<file path="src/rtl/trng_osc_sampler.sv">
// Sequences ring-oscillator entropy cells through reset/free-run phases, samples and XOR-folds
// their outputs, packs bits into words and guards the stream with a repetition-count test.
module trng_osc_sampler #(
    parameter int N_CELLS   = 4,
    parameter int WORD_W    = 32,
    parameter int RST_CYC   = 4,
    parameter int OSC_CYC   = 16,
    parameter int REP_LIMIT = 32
) (
    input  logic               clk,
    input  logic               rst_n,
    input  logic               en,
    input  logic [N_CELLS-1:0] osc_in,
    output logic               cell_t,
    output logic               cell_i1,
    output logic               cell_i2,
    output logic [WORD_W-1:0]  rnd_data,
    output logic               rnd_valid,
    input  logic               rnd_ready,
    output logic               health_fail
);

    localparam int CNT_MAX = (RST_CYC > OSC_CYC) ? RST_CYC : OSC_CYC;
    localparam int CNT_W   = $clog2(CNT_MAX + 1);
    localparam int BIT_W   = $clog2(WORD_W + 1);
    localparam int REP_W   = $clog2(REP_LIMIT + 1);

    typedef enum logic [2:0] {IDLE, CRST, RUN, SAMP, HOLD} state_t;

    state_t             state;
    logic [N_CELLS-1:0] osc_m;
    logic [N_CELLS-1:0] osc_s;
    logic [CNT_W-1:0]   cnt;
    logic [BIT_W-1:0]   bit_cnt;
    logic [WORD_W-1:0]  sh;
    logic [REP_W-1:0]   rep_cnt;
    logic               last_bit;
    logic               raw_bit;
    logic [REP_W-1:0]   rep_next;
    logic               word_done;

    // Oscillator outputs are asynchronous; two flops before any use.
    always_ff @(posedge clk) begin
        if (!rst_n) begin
            osc_m <= '0;
            osc_s <= '0;
        end else begin
            osc_m <= osc_in;
            osc_s <= osc_m;
        end
    end

    always_comb begin
        raw_bit   = ^osc_s;
        rep_next  = (rep_cnt != '0 && raw_bit == last_bit) ? rep_cnt + REP_W'(1) : REP_W'(1);
        word_done = (bit_cnt == BIT_W'(WORD_W - 1));
    end

    always_ff @(posedge clk) begin
        if (!rst_n) begin
            state       <= IDLE;
            cnt         <= '0;
            bit_cnt     <= '0;
            sh          <= '0;
            rep_cnt     <= '0;
            last_bit    <= 1'b0;
            cell_t      <= 1'b0;
            cell_i1     <= 1'b0;
            cell_i2     <= 1'b0;
            rnd_data    <= '0;
            rnd_valid   <= 1'b0;
            health_fail <= 1'b0;
        end else begin
            cell_i2 <= 1'b0;
            // Dropping en mid-word abandons the partial word; the repetition history survives.
            if (!en && (state == CRST || state == RUN || state == SAMP)) begin
                state   <= IDLE;
                cnt     <= '0;
                bit_cnt <= '0;
                sh      <= '0;
                cell_t  <= 1'b0;
                cell_i1 <= 1'b0;
            end else begin
                case (state)
                    IDLE: begin
                        if (en && !health_fail) begin
                            state <= CRST;
                            cnt   <= '0;
                        end
                    end
                    CRST: begin
                        if (cnt == CNT_W'(RST_CYC - 1)) begin
                            state   <= RUN;
                            cnt     <= '0;
                            cell_t  <= 1'b1;
                            cell_i1 <= 1'b1;
                        end else begin
                            cnt <= cnt + CNT_W'(1);
                        end
                    end
                    RUN: begin
                        if (cnt == CNT_W'(OSC_CYC - 1)) begin
                            state <= SAMP;
                            cnt   <= '0;
                        end else begin
                            cnt <= cnt + CNT_W'(1);
                        end
                    end
                    SAMP: begin
                        rep_cnt  <= rep_next;
                        last_bit <= raw_bit;
                        cell_t   <= 1'b0;
                        cell_i1  <= 1'b0;
                        cnt      <= '0;
                        // A health failure outranks a completed word.
                        if (rep_next >= REP_W'(REP_LIMIT)) begin
                            health_fail <= 1'b1;
                            state       <= IDLE;
                            sh          <= '0;
                            bit_cnt     <= '0;
                        end else if (word_done) begin
                            rnd_data  <= {sh[WORD_W-2:0], raw_bit};
                            rnd_valid <= 1'b1;
                            state     <= HOLD;
                            sh        <= '0;
                            bit_cnt   <= '0;
                        end else begin
                            sh      <= {sh[WORD_W-2:0], raw_bit};
                            bit_cnt <= bit_cnt + BIT_W'(1);
                            state   <= CRST;
                        end
                    end
                    HOLD: begin
                        if (rnd_ready) begin
                            rnd_valid <= 1'b0;
                            cnt       <= '0;
                            state     <= en ? CRST : IDLE;
                        end
                    end
                    default: state <= IDLE;
                endcase
            end
        end
    end

endmodule

</file>
<file path="config.mk">
export PLATFORM = sky130hd
export DESIGN_NAME = trng_osc_sampler
export DESIGN_NICKNAME = d
export VERILOG_FILES = /design/src/rtl/trng_osc_sampler.sv
export SDC_FILE = /design/constraint.sdc
export NUM_CORES = 1
export LEC_CHECK = 0
export ABC_AREA = 1
export BUFFER_PORTS_ARGS = -buffer_cell sky130_fd_sc_hd__clkbuf_2
export CAP_MARGIN = 30
export CORE_ASPECT_RATIO = 1.2
export CORE_MARGIN = 2
export CORE_UTILIZATION = 50
export CTS_CLUSTER_DIAMETER = 40
export CTS_CLUSTER_SIZE = 24
export DETAILED_ROUTE_END_ITERATION = 8
export HOLD_SLACK_MARGIN = 0.06
export PLACE_DENSITY = 0.7
export SYNTH_ARGS = -nofsm -noshare
export SYNTH_HDL_FRONTEND = slang
export SYNTH_SLANG_ARGS = --single-unit
</file>
<file path="constraint.sdc">
create_clock -name clk -period 2.45 [get_ports clk]
set_clock_uncertainty 0.2 [all_clocks]
set_input_delay 0.49 -clock clk [delete_from_list [all_inputs] [get_ports clk]]
set_output_delay 0.49 -clock clk [all_outputs]
set_load 0.005 [all_outputs]
</file>
Word-level counts from Yosys, hierarchy flattened
Index checks and enable logic that the tools add are counted.
Widths: inputs -> output; s select.

storage, ports and cells
  register bits after elaboration = 95
  latch bits = 0
  RAM bits = 0
  bits in read-only memories = 0
  bits of input ports = 8
  output and inout port bits = 37
  word-level logic and storage cells = 78
  memories = 0

operators by class
  add/subtract/negate cells = 3
  multipliers = 0
  div/mod/pow operators = 0
  order comparisons = 1
  eq/ne operators = 14
  shifts and indexed selects = 0
  mux-type cells = 24
  bitwise operators = 3
  reduce and logical (&&, ||, !) cells = 21

operators by type and width
  operator             count
  $mux 31              2
  $pmux 5 s5           1
  $mux 5               4
  $mux 3               6
  $mux 6               3
  $pmux 3 s5           1
  $add 6x1->6 const B  2
  $ne 2x2->1 const B   4
  $reduce_and 4->1     2
  $eq 3x2->1 const B   2
  $eq 6x5->1 const B   1
  $ge 6x6->1 const B   1
  $reduce_and 3->1     2
  $reduce_bool 6->1    1
  $add 5x1->5 const B  1
  $eq 5x2->1 const B   1
  $eq 5x4->1 const B   1
  $mux 1               5
  $reduce_and 5->1     1
  $reduce_bool 5->1    1
  $ne 2x1->1 const B   2
  $pmux 1 s2           2
  $reduce_and 2->1     2
  $reduce_bool 2->1    2
  10 further kinds     16

Longest topological paths before layout
  word-level depth = 7
  gate-level depth with buffers = 12
  depth with buffers taken out = 12

Worst setup path after synthesis
No wires, ideal clock.

  path kind = flip-flop to flip-flop
  from = reg cnt[0]
  to = reg cnt[3]
  setup time = 0.056 ns
  arrival time = 1.497 ns
  required time = 2.194 ns
  setup slack = 0.697 ns
  cell stages (with the launch flop) = 11
  buffers on the path = 0
  period minus slack after synthesis = 1.753 ns
  path through = dfxtp_1 -> ha_1 -> inv_1 -> nor3_1 -> ha_1 -> or2_2 -> nand2_1 -> o21ai_0 -> nor2_1 -> nand2_1 -> inv_1

on the way
  word-level cells in the longest chain between the ends = 3
  elaborated cells on any way between the ends = 6
  classes of those cells = 1 x add/sub; 2 x eq/ne; 3 x mux

RTL lines
  item                                 RTL line  text
  from (decl)                          33        logic [CNT_W-1:0] cnt;
  from (signal assigned)               98        cnt <= cnt + CNT_W'(1);
  from (signal assigned)               106       cnt <= cnt + CNT_W'(1);
  $add 5x1->5 (tied with other cells)  98, 106
  $mux 5, on equally long branches     102, 92
  $pmux 5 s5 (*)                       84        case (state)

Every way passes the cells marked *; elsewhere a longest branch is shown, timed or not.
A chain may end at the register's enable or synchronous reset.

Worst setup path after layout
Same ends and word-level chain as after synthesis.

==> flow_summary_export.csv <==
group,metric,value,unit
grt,grt_use_total,18.9,%
place,portBuffers,43,
final_layout,final_core_util,58.7,%
grt,grt_max_degree,40,
pwr,powerDensity,747,mW/mm^2
floorplanning,rows,34,
floorplanning,io_pins,45,
worst_setup_path,r2r-end,"cnt[3]",
timing,max_freq,490,MHz
detailed_routing,vias_per_cell,5.46,
outcome,status,"finished, final reports clean",
logic_synthesis,synth_fp_nets,491,
logic_synthesis,synthFlopType,"dfxtp_1",
floorplanning,dieArea,0.00838,sq mm
worst_setup_path,crit_buf_inv,2,
grt,antenna_found_initial,0,
pwr,p_leak,1.68,nW
timing,timing.final.crit_share,83.3,%
floorplanning,die_h,99.9,um
worst_setup_path,crit_family,"simple AND/OR/NAND/NOR gates",
pwr,peakVddDrop,0.466,mV
floorplanning,coreArea,0.00736,sq mm
detailed_routing,wire_per_inst,12.4,um
timing,rsz0062_at_grt,"no",
final_layout,final_cell_mix,"nand2_1, dfxtp_1, a21oi_1",
final_layout,final_nets,525,
logic_synthesis,async_reset_ff_share,0,%
detailed_routing,ant_nets,0,
worst_setup_path,regToRegSetupSlack,0.41,ns
logic_synthesis,synthCells,477,
floorplanning,die_x,83.9,um
detailed_routing,drtIter0Drc,104,
logic_synthesis,synth_top_cell_by_area,"dfxtp_1",
worst_setup_path,crit_path_top_delay_cell,"dfxtp_1",
worst_setup_path,slowest_delay,0.37,ns
final_layout,drive_gt1_share,15.9,%
detailed_routing,dr.pass1.iters,5,
cts,max-clock-path-buffers,2,
worst_setup_path,worstPathRequired,2.51,ns
cts,cts_sinks,95,
logic_synthesis,ys_ff_latch,95,
min_path,hold_start,"osc_in[3]",
worst_setup_path,end_kind,"register",
grt,first_global_vias,3045,
final_layout,n_antenna_cell,0,
cts,cts_root_buf,"clkbuf_8",
job,maxCapViolCount,0,
place,routabilityCongestion,0.865,
place,dpl.hpwl,4.96,mm
cts,cts_tree,"done",
detailed_routing,dr_total_vias,3306,
worst_setup_path,crit_type,"reg2reg",
cts,cts_hold_buf,0,
worst_setup_path,r2r_cells,10,
cts,clk_latency,0.36,ns
cts,ctsHtreeMaxLevel,3,
logic_synthesis,synth.yosys.warnings,0,
worst_setup_path,cp_max_fo,3,
final_layout,final_common_cell,"nand2_1",
logic_synthesis,syn-cell-area,0.00383,sq mm
grt,overflow,0,
final_layout,nFillCells,699,
worst_setup_path,cp_cell_sequence,"ha_1 -> inv_1 -> nor3_1 -> ha_1 -> or2_2 -> nand2_1 -> o21ai_0 -> nor2_1 -> nand2_1 -> inv_1",
timing,setup_violations,0,
cts,numCtsBuffers,9,
detailed_routing,drc,0,
logic_synthesis,seq_area_frac_synth,49.6,%
logic_synthesis,synth_edf_count,0,
worst_setup_path,critPathLaunchType,"register",
min_path,hp-class,"in2reg",
cts,cts_setup_buffers,0,
logic_synthesis,avgSynthCellArea,8.03,sq um
worst_setup_path,r2r-start,"cnt[0]",
min_path,hold_depth,3,
floorplanning,initial_core_util,52.1,%
logic_synthesis,synth_top_area_share,49.6,%
timing,period_needed,2.04,ns
grt,grt_pass1_wl,13.2,mm
final_layout,areaGrowthSynthToFinish,12.8,%
logic_synthesis,synth.distinct_cells,33,
cts,cts_resized,0,
worst_setup_path,cp.arrival,2.10,ns
min_path,min_to,"osc_m[3]",
timing,fin_tns_setup,0,ns
timing,hold_viol_final,0,
detailed_routing,routed_wl,7.48,mm
cts,clkTransAtPathRegs,0.09,ns
logic_synthesis,synthTopCellsByArea,"dfxtp_1, nand2_1, a21oi_1, nand4_1, o22ai_1",
timing,drv_slew,0,
[Yosys cell counts, drive strengths merged (3+ instances only)]
cell type,count
buf,20
o22ai,29
nor3,9
ha,6
nand3,17
o21ai,15
o211ai,3
clkbuf,10
a21oi,51
inv,41
nand4,35
dfxtp,95
nand2,112
nor2,24
[layout make-up]
cell class	count	area [sq um]	area share, %
clock buffers	10	128	2.95
clock inverters	5	106	2.46
inverters	41	154	3.56
multi-input cells	311	1630	37.7
flip-flops and latches	95	1900	44.0
well taps	90	113	2.61
repair buffers	53	290	6.72
[worst max-delay path by stage]
stage                start      to  slack, ns  cells after the start
floorplan           cnt[0]  cnt[3]       0.70                     10
global placement    cnt[0]  cnt[3]       0.43                     10
detailed placement  cnt[0]  cnt[3]       0.43                     10
CTS                 cnt[0]  cnt[3]       0.41                     10
global route        cnt[0]  cnt[3]       0.23                     10
finish              cnt[0]  cnt[3]       0.41                     10
[tightest hold or removal path, stage by stage]
cell and delay, ns:
clkbuf_2 0.07, nand2_1 0.04, inv_1 0.04
[metal layers]
| metal | vias up | GRT usage, % | wire length [um] |
|---|---|---|---|
| li1 | 1691 | - | - |
| met1 | 1544 | 22.8 | 3480 |
| met2 | 60 | 33.0 | 3620 |
| met3 | 11 | 3.29 | 263 |
| met4 | 0 | 8.31 | 119 |
| met5 | - | 0 | 0 |
[cells by family (layout without fill, tap and decap cells)]
family	Yosys count	after routing	share of synthesized area (%)
AO/OA/AOI/OAI	104	104	15.3
other	1	1	0.0979
buffers and inverters	71	109	7.90
XOR/XNOR	1	1	0.229
flip-flops	95	95	49.6
AND/OR/NAND/NOR	199	199	24.9
adder cells (fa/ha/maj)	6	6	1.96
[state kept, by name (all words and copies together) (netlist names), 3 cells and up]
signal and cells:
rnd_data 32, sh 31, bit_cnt 6, rep_cnt 6
cnt 5, osc_m 4, osc_s 4, state 3
[through the flow]
step | power [mW] | area, sq um | worst slack (ns) | hold WS, ns | cells
after floorplan | 1.96 | 3830 | 0.697 | 0.190 | 477
after detailed placement | 2.06 | 4090 | 0.432 | 0.204 | 590
after CTS | 3.26 | 4320 | 0.412 | 0.0976 | 605
after global routing | 3.37 | 4320 | 0.229 | 0.122 | 605
final | 3.23 | 4320 | 0.408 | 0.114 | 605
after global placement | 2.04 | 4090 | 0.426 | 0.194 | 590
[power breakdown]
group | switching, mW | total [mW] | internal (mW)
clock | 0.530 | 1.21 | 0.677
sequential | 0.0368 | 1.61 | 1.57
combinational | 0.301 | 0.411 | 0.111
total | 0.868 | 3.23 | 2.36
No activity file was read; power rests on OpenSTA's default activity.
